**src/rtl/imm_extend_ctrl.sv**
```systemverilog
`timescale 1ns/1ps
`default_nettype none
// +-----------------------------------------------------------------------------+
// | Module  : imm_extend_ctrl                                                   |
// | Brief   : ID-stage immediate decode/extend with a 2-entry skid buffer.      |
// |           Optional perf counters enabled by defining IMM_PERF_EN.           |
// | Revision: 1.0                                                               |
// +-----------------------------------------------------------------------------+
module imm_extend_ctrl #(
  parameter int XLEN        = 32,
  parameter int IMM_W       = 16,
  parameter int ZERO_UNUSED = 1
) (
  input  logic            clk,
  input  logic            rst_n,
  input  logic            in_valid,
  output logic            in_ready,
  input  logic [31:0]     in_instr,
  input  logic            flush,
  output logic            out_valid,
  input  logic            out_ready,
  output logic [XLEN-1:0] out_imm,
  output logic [1:0]      out_mode,
  output logic            out_imm_used
`ifdef IMM_PERF_EN
  ,
  output logic [15:0]     perf_stall_cnt,
  output logic [7:0]      perf_flush_cnt
`endif
);

  localparam logic [1:0] c_MODE_SIGN   = 2'b00;
  localparam logic [1:0] c_MODE_ZERO   = 2'b01;
  localparam logic [1:0] c_MODE_UPPER  = 2'b10;
  localparam logic [1:0] c_MODE_BRANCH = 2'b11;

  logic [5:0]       w_opcode;
  logic [IMM_W-1:0] w_imm;
  logic [XLEN-1:0]  w_sext;
  logic [XLEN-1:0]  w_otherImm;
  logic [XLEN-1:0]  w_decImm;
  logic [1:0]       w_decMode;
  logic             w_decUsed;
  logic             w_unusedInstrBits;

  assign w_opcode          = in_instr[31:26];
  assign w_imm             = in_instr[IMM_W-1:0];
  assign w_sext            = {{(XLEN-IMM_W){w_imm[IMM_W-1]}}, w_imm};
  assign w_unusedInstrBits = ^in_instr[25:IMM_W];

  generate
    if (ZERO_UNUSED != 0) begin : g_zeroUnused
      assign w_otherImm = '0;
    end else begin : g_signUnused
      assign w_otherImm = w_sext;
    end
  endgenerate

  always_comb begin
    w_decImm  = w_otherImm;
    w_decMode = c_MODE_SIGN;
    w_decUsed = 1'b0;
    case (w_opcode)
      6'h08, 6'h09, 6'h0A, 6'h0B, 6'h23, 6'h2B: begin
        w_decImm  = w_sext;
        w_decMode = c_MODE_SIGN;
        w_decUsed = 1'b1;
      end
      6'h0C, 6'h0D, 6'h0E: begin
        w_decImm  = {{(XLEN-IMM_W){1'b0}}, w_imm};
        w_decMode = c_MODE_ZERO;
        w_decUsed = 1'b1;
      end
      6'h0F: begin
        w_decImm  = {w_imm, {(XLEN-IMM_W){1'b0}}};
        w_decMode = c_MODE_UPPER;
        w_decUsed = 1'b1;
      end
      6'h04, 6'h05: begin
        w_decImm  = {w_sext[XLEN-3:0], 2'b00};
        w_decMode = c_MODE_BRANCH;
        w_decUsed = 1'b1;
      end
      default: begin
      end
    endcase
  end

  // Head entry drives the outputs directly; skid holds the one entry behind it.
  logic            r_headValid, r_skidValid, r_inReady;
  logic [XLEN-1:0] r_headImm, r_skidImm;
  logic [1:0]      r_headMode, r_skidMode;
  logic            r_headUsed, r_skidUsed;
  logic            w_push, w_pop;
  logic            w_headValidNxt, w_skidValidNxt;
  logic            w_headFromSkid, w_headFromIn, w_skidFromIn;

  assign w_push = in_valid && r_inReady && !flush;
  assign w_pop  = r_headValid && out_ready;

  always_comb begin
    w_headValidNxt = r_headValid;
    w_skidValidNxt = r_skidValid;
    if (flush) begin
      w_headValidNxt = 1'b0;
      w_skidValidNxt = 1'b0;
    end else if (w_pop) begin
      if (r_skidValid) begin
        w_headValidNxt = 1'b1;
        w_skidValidNxt = w_push;
      end else begin
        w_headValidNxt = w_push;
      end
    end else if (w_push) begin
      if (!r_headValid) w_headValidNxt = 1'b1;
      else              w_skidValidNxt = 1'b1;
    end
  end

  assign w_headFromSkid = !flush && w_pop && r_skidValid;
  assign w_headFromIn   = w_push && (!r_headValid || (w_pop && !r_skidValid));
  assign w_skidFromIn   = w_push && r_headValid && (!w_pop || r_skidValid);

  always_ff @(posedge clk or negedge rst_n) begin
    if (!rst_n) begin
      r_headValid <= 1'b0;
      r_skidValid <= 1'b0;
      r_inReady   <= 1'b1;
      r_headImm   <= '0;
      r_headMode  <= c_MODE_SIGN;
      r_headUsed  <= 1'b0;
      r_skidImm   <= '0;
      r_skidMode  <= c_MODE_SIGN;
      r_skidUsed  <= 1'b0;
    end else begin
      r_headValid <= w_headValidNxt;
      r_skidValid <= w_skidValidNxt;
      r_inReady   <= !(w_headValidNxt && w_skidValidNxt);
      if (w_headFromSkid) begin
        r_headImm  <= r_skidImm;
        r_headMode <= r_skidMode;
        r_headUsed <= r_skidUsed;
      end else if (w_headFromIn) begin
        r_headImm  <= w_decImm;
        r_headMode <= w_decMode;
        r_headUsed <= w_decUsed;
      end
      if (w_skidFromIn) begin
        r_skidImm  <= w_decImm;
        r_skidMode <= w_decMode;
        r_skidUsed <= w_decUsed;
      end
    end
  end

  assign in_ready     = r_inReady;
  assign out_valid    = r_headValid;
  assign out_imm      = r_headImm;
  assign out_mode     = r_headMode;
  assign out_imm_used = r_headUsed;

`ifdef IMM_PERF_EN
  logic [15:0] r_stallCnt;
  logic [7:0]  r_flushCnt;

  // Counters survive flush; only rst_n clears them.
  always_ff @(posedge clk or negedge rst_n) begin
    if (!rst_n) begin
      r_stallCnt <= '0;
      r_flushCnt <= '0;
    end else begin
      if (r_headValid && !out_ready && (r_stallCnt != 16'hFFFF))
        r_stallCnt <= r_stallCnt + 16'd1;
      if (flush && (r_headValid || r_skidValid) && (r_flushCnt != 8'hFF))
        r_flushCnt <= r_flushCnt + 8'd1;
    end
  end

  assign perf_stall_cnt = r_stallCnt;
  assign perf_flush_cnt = r_flushCnt;
`endif

endmodule
`default_nettype wire

```
**config.mk**
```make
export PLATFORM = sky130hd
export DESIGN_NAME = imm_extend_ctrl
export DESIGN_NICKNAME = d
export VERILOG_FILES = /design/src/rtl/imm_extend_ctrl.sv
export SDC_FILE = /design/constraint.sdc
export NUM_CORES = 1
export LEC_CHECK = 0
export ABC_AREA = 0
export BUFFER_PORTS_ARGS = -buffer_cell sky130_fd_sc_hd__buf_2
export CAP_MARGIN = 30
export CORE_MARGIN = 3
export CORE_UTILIZATION = 37
export DETAILED_ROUTE_END_ITERATION = 16
export PLACE_DENSITY = 0.66
export SYNTH_ARGS = -nofsm -noshare
export SYNTH_HDL_FRONTEND = slang
export SYNTH_SLANG_ARGS = --single-unit
```
**constraint.sdc**
```tcl
create_clock -name clk -period 1.7 [get_ports clk]
set_input_delay 0.34 -clock clk [delete_from_list [all_inputs] [get_ports clk]]
set_output_delay 0.34 -clock clk [all_outputs]
set_load 0.1 [all_outputs]
```
==> results of run 1 <==
-- cell families after synthesis --
group                  after synthesis  share of synthesized area [%]
buffers and inverters               28                          4.658
and+or+nand+nor                    122                          16.38
muxes                                1                         0.3275
DFF                                 73                          53.17
AOI/OAI and AO/OA                  109                          25.47
-- routing by layer --
layer,global-route usage [%],up-vias
li1,-,1384
met1,24.94,1376
met2,26.74,65
met3,3.208,13
met4,7.164,0
met5,0,-
-- power by group through the flow --
stage / logic, mW / clock network [mW] / registers (mW)
after floorplan: 0.235 / 0 / 2.28
after global placement: 0.793 / 0 / 1.93
after detailed placement: 0.803 / 0 / 1.94
after CTS: 0.814 / 1.39 / 1.90
after global routing: 0.864 / 1.47 / 1.92
final: 0.810 / 1.36 / 1.90
-- cell usage in the layout (no fill, tap or decap), types with 2 or more instances in the layout --
cell         n
nand3_2      3
nand3_1     14
o21ai_4      2
nand2_2     11
o21ai_0      9
buf_4       20
nand2_1     75
and2_1       2
a21oi_1      3
a211oi_2     3
buf_2       62
clkinvlp_4   3
a221o_1      5
o21ai_1     21
o221ai_2     9
and3_1       2
nor2_2       2
or2_2        2
buf_12       9
o221ai_1     6
dfrtp_1     71
a211oi_1    14
a22oi_1     13
clkbuf_8     9
o211ai_1    15
-- critical path, stage by stage (launching register included) --
cell and delay (ps):
dfrtp_1 410, nand2b_1 230, a211oi_4 330, buf_6 170
nor2_2 70, a221o_1 320
-- sequential cells by signal, indices dropped and copies added (netlist names) --
signal and flops:
out_imm 32, r_skidMode 2, in_ready 1, r_skidValid 1, r_skidUsed 1, out_valid 1
r_skidImm 32, out_imm_used 1, out_mode 2
-- what timing repair did --
action                                 CTS  global route
resized for setup                        1             3
cloned                                   1             0
endpoints found under the hold margin    0             0
hold buffers                             0             0
pin swaps                                1             1
buffers inserted                         2             1
setup endpoints to repair                9            23
-- final timing paths --
path,cells past startpoint,start,end
worst max-delay path,5,r_skidValid,out_imm[15]
worst min-delay path,2,rst_n,r_skidImm[31]
worst max register to register,5,r_skidValid,out_imm[15]
worst min register to register,2,r_skidImm[0],r_skidImm[0]
max in group asynchronous,2,rst_n,in_ready
min in group clk,3,in_instr[0],r_skidImm[0]
-- area by class of cell --
class	instances	area [um^2]	area share, %
flip-flops and latches	73	1836	41.94
clock buffers	10	127.6	2.916
clock inverters	6	67.56	1.544
multi-input cells	233	1548	35.36
repair buffers	92	651.9	14.89
inverters	2	11.26	0.2573
well taps	108	135.1	3.087
==> summary.txt, run 1 <==
Pwr
  • Total power: 4.067 mW
  • Pint: 2.720 mW
  • Switching power total: 1.348 mW
  • Leak pwr: 1.933 nW
  • Peak supply drop: 0.3731 mV
  • Sw Ratio: around a third
  • Combinational Power Share: ~20%
  • Power Density: 929.3 nW/um^2
  • Clk pwr share: between 30% and 40%
  • Flop pwr share: 46.8%

Worst setup path
  • Critical path fanouts, max: 6
  • R2r setup slk: 60 ps
  • Crit. End Element: register
  • Crit path DAT: 1870 ps
  • Critical Path RT: 1930 ps
  • Critical Path Start Type: register
  • Crit path kind: reg2reg

Floorplan
  • Num ports: 74
  • Row count: 34
  • Die boundary width: ~100 um
  • Total core area: 8891 um^2
  • Die ar.: between 10,000 and 15,000 um^2
  • Initial Util: 38.67%
  • Die height: 102.4 um

Timing
  • Slack of the critical path: 56.47 ps
  • Fin. Hold Viols: 0
  • Slew @ Worst Pin: 611.1 ps
  • RSZ-0062 raised after global routing: false
  • Slew headroom: 59.26%
  • Final Setup Violations: 0
  • Setup TNS: 0 ps
  • Min Clock Period, post-route: about 1600 ps
  • Period utilization: 96.68%
  • Setup Skew: between 6 and 7 ps
  • Hold_ws: 19.56 ps
  • Slew Viols, Final: 0
  • Max frequency: 608.4 MHz

Routing
  • Vias: 2,838
  • Routed vias/inst: around 5.4
  • First-pass DRT Iterations: 4
  • Final ANT Viol Nets: 0
  • WL met2: 4.147 mm
  • M1 wire length: ~4 mm
  • DRT iter0 DRCs: 151
  • WL final: 8.780 mm
  • Met3 wire length: 368 um
  • Highest routed layer: met4
  • Drt wl/cell: between 15 and 20 um
  • # DRC: 0

Finish
  • Util after Layout: 49.23%
  • # fillers: 824
  • Layout area overhead: 27.29%
  • Final Instance Area: 4377 um^2
  • Fraction of layout cells with a size suffix above 1: 37.26%
  • Finished Layout Cells: approximately 520
  • ANT cells: 0
  • Fin nets: 448

Global routing
  • Largest net degree at the start of global routing: 74
  • Gr usage total: 17.62%
  • Vias in the first global route: 2,768
  • Global-route wire length before repair: 14.31 mm
  • Total gr overflow: 0
  • Initial antenna violation count: 0

Yosys
  • Post-synthesis sequential area ratio: between 50% and 60%
  • Syn avg cell area: roughly 10 um^2
  • Distinct cells, synth: 46
  • Syn Nets: 370
  • Post-synth top cells: nand2_1, dfrtp_1, o21ai_1
  • Top cells by area, synth: dfrtp_1, nand2_1, o221ai_2
  • Synthesized flop and latch total: 73
  • Synth async-reset ratio: 100.0%
  • Mapped Cells: 333
  • Top FF cell, synth: dfrtp_1
  • Most common cell in the netlist: nand2_1
  • Area of the mapped netlist: around 3400 um^2
  • Yosys warns: 0
  • Dominant cell type by area after synthesis: dfrtp_1
  • Post-synth EDFFs: 0
  • Yosys top cell area share: 52.40%

Place
  • Placed Cells: ~500
  • DP Wirelength: 5.946 mm
  • PortBufs: 63
  • Placer Congestion: 0.8677
  • Placed Area: 4131 um^2
  • Dpl ws: -187.8 ps

Hold path
  • Tightest Hold Check Type: in2async

Job
  • Max-Cap Viols: 0

Run status
  • Status: completed

CTS
  • Clk_lat worst skew: 350 ps
  • CTS root buf: clkbuf_8
  • Clock tree buffer depth: 2
  • CTS tree: built
  • Clock Sink Count: 73
  • CTS Buf Count: 9
  • H-tree levels: 3
  • Clk slew on worst S/H paths: 80 ps
(Power assumes the default switching activity.)
==> inputs of run 2 (changes only) <==
--- a/config.mk
+++ b/config.mk
@@ -9,9 +9,9 @@
 export BUFFER_PORTS_ARGS = -buffer_cell sky130_fd_sc_hd__buf_2
 export CAP_MARGIN = 30
 export CORE_MARGIN = 3
-export CORE_UTILIZATION = 37
+export CORE_UTILIZATION = 49
 export DETAILED_ROUTE_END_ITERATION = 16
-export PLACE_DENSITY = 0.66
+export PLACE_DENSITY = 0.82
 export SYNTH_ARGS = -nofsm -noshare
 export SYNTH_HDL_FRONTEND = slang
 export SYNTH_SLANG_ARGS = --single-unit
==> constraint.sdc (replaced) <==
create_clock -name clk -period 1.7 [get_ports clk]
set_input_delay 0 -clock clk [delete_from_list [all_inputs] [get_ports clk]]
set_output_delay 0 -clock clk [all_outputs]
set_load 0.1 [all_outputs]
==> summary.txt, run 2 (synthesized netlist as in run 1, its figures left out) <==
Pwr
  • Power Density: 1001 nW/um^2 (+7.7%)
  • Peak supply drop: 0.3934 mV (+5.4%)
  • Leak pwr: 1.908 nW (-1.3%)
  • Total power: 4.295 mW (+5.6%)

CTS
  • Clock Sink Count: 73 (unchanged)
  • CTS tree: built
  • Clk_lat worst skew: 350 ps (about the same)
  • H-tree levels: 3 (unchanged)
  • CTS root buf: clkbuf_8
  • Clk slew on worst S/H paths: 70 ps (about the same)
  • CTS Buf Count: 9 (unchanged)
  • Clock tree buffer depth: 2 (unchanged)

Worst setup path
  • Cell Chain, Critical Path: and4b_2, buf_4, nor2_2, a221o_1
  • CP delay by family, top: simple AND/OR/NAND/NOR gates
  • Crit path DAT: 1860 ps (about the same)
  • Crit path kind: reg2reg
  • Worst setup startpoint: out_valid
  • Reg2reg path depth: 4 (-1)
  • Crit. End Element: register
  • FF-to-FF End: out_imm[15]
  • Crit-path max cell delay: 440 ps (+30 ps)
  • R2r setup slk: 70 ps (about the same)
  • Slowest-stage cell, CP: dfrtp_4
  • Critical path fanouts, max: 15 (+9)
  • Reg2reg start: out_valid
  • CP Buf/Inv Count: 1 (unchanged)
  • Critical Path RT: 1930 ps (about the same)
  • Critical Path Start Type: register

Job
  • Max-Cap Viols: 0 (unchanged)

Timing
  • Max frequency: 612.9 MHz (+0.74%)
  • Setup Skew: 7.395 ps (+0.5105 ps)
  • Slew @ Worst Pin: 566.3 ps (-44.73 ps)
  • Slew headroom: 62.24% (+3.0 points)
  • Hold_ws: 6.804 ps (-12.76 ps)
  • Period utilization: 95.97% (-0.71 points)
  • Fin. Hold Viols: 0 (unchanged)
  • Final Setup Violations: 0 (unchanged)
  • Min Clock Period, post-route: 1632 ps (-12.01 ps)
  • Slew Viols, Final: 0 (unchanged)

Global routing
  • Total gr overflow: 0 (unchanged)
  • Global-route wire length before repair: 14.24 mm (-0.48%)
  • Vias in the first global route: 2,907 (+5.0%)
  • Initial antenna violation count: 0 (unchanged)
  • Gr usage total: 21.85% (+4.2 points)
  • Largest net degree at the start of global routing: 58 (-22%)

Finish
  • Commonest non-fill, non-tap cell in the layout: nand2_1
  • ANT cells: 0 (unchanged)
  • Util after Layout: 65.33% (+16 points)
  • Layout area overhead: 24.78%
  • Finished Layout Cells: 502 (-4.2%)
  • Fin nets: 441 (-1.6%)
  • Fraction of layout cells with a size suffix above 1: 34.96% (-2.3 points)
  • Highest-count cells in the layout ignoring fill and taps: nand2_1, dfrtp_1, buf_2

Routing
  • # DRC: 0 (unchanged)
  • Drt wl/cell: 17.01 um (+1.5%)
  • Vias: 2,939 (+3.6%)
  • Final ANT Viol Nets: 0 (unchanged)
  • Routed vias/inst: 5.855 (+8.1%)
  • First-pass DRT Iterations: 5 (+1)
  • DRT iter0 DRCs: 222 (+47%)
  • WL final: 8.539 mm (-2.7%)

Place
  • Placed Cells: 477 (-5.4%)
  • Placer Congestion: 0.8376 (-3.5%)
  • DP Wirelength: 5.753 mm (-3.3%)
  • PortBufs: 63 (unchanged)

Run status
  • Status: completed

Floorplan
  • Total core area: 6568 um^2 (-26%)
  • Row count: 29 (-15%)
  • Die height: 89.77 um (-12%)
  • Initial Util: 52.35% (+14 points)
  • Die boundary width: 89.77 um (-12%)
  • Num ports: 74 (unchanged)
  • Die ar.: 8058 um^2 (-23%)

Hold path
  • Tightest Hold Check Type: in2reg
  • Hold path start: in_valid
  • WHS Endpoint: out_valid
  • Hold depth: 3
[run 2: final cells by class]
type                       instances  area (um^2)
clock buffer                      12        165.2
clock inverter                     4        73.82
fill                             485         2277
inverter                           2        7.507
multi-input combinational        233         1546
sequential                        73         1836
tap                               93        116.4
timing repair buffer              85        545.5
[run 2: worst min-delay path, stage by stage]
cell     delay (ps)
buf_2           120
nand2_4          90
a21oi_1          90
[run 2: through the flow]
step                      instance area [um^2]  TNS (ps)  setup WS (ps)
after floorplan                           3592    -855.3         -38.65
after global placement                    3958         0          81.76
after detailed placement                  3958         0          6.529
after CTS                                 4257         0         0.8951
after global routing                      4290    -8.358         -8.358
final                                     4290         0          68.48
[run 2: repair_timing]
item,4_1_cts,5_1_grt
endpoints found under the setup margin,0,32
resized for setup,0,2
buffers inserted,0,2
hold buffers,6,0
endpoints found under the hold margin,60,0
[run 2: where the power goes]
part | switching (mW) | internal (mW) | total, mW | leakage (nW)
clock network | 0.638 | 0.947 | 1.58 | 0.123
logic | 0.618 | 0.189 | 0.807 | 0.786
registers | 0.0618 | 1.84 | 1.90 | 0.999
[run 2: worst max-delay path by stage]
stage	end	slack, ps	cells after the start
after floorplan	out_imm[20]	-40	6
after global placement	r_skidImm[16]	80	5
after detailed placement	r_skidImm[16]	7	5
after CTS	r_skidImm[16]	0.9	5
after global routing	out_imm[15]	-8	4
final	out_imm[15]	70	4
[run 2: layer usage]
layer	vias to the layer above	global-route usage (%)	part of all wire, %
met3	19	5.092	7.2
met2	118	34.09	47
met1	1429	29.84	44
met4	0	8.429	1.8
li1	1373	-	-
met5	-	0	0
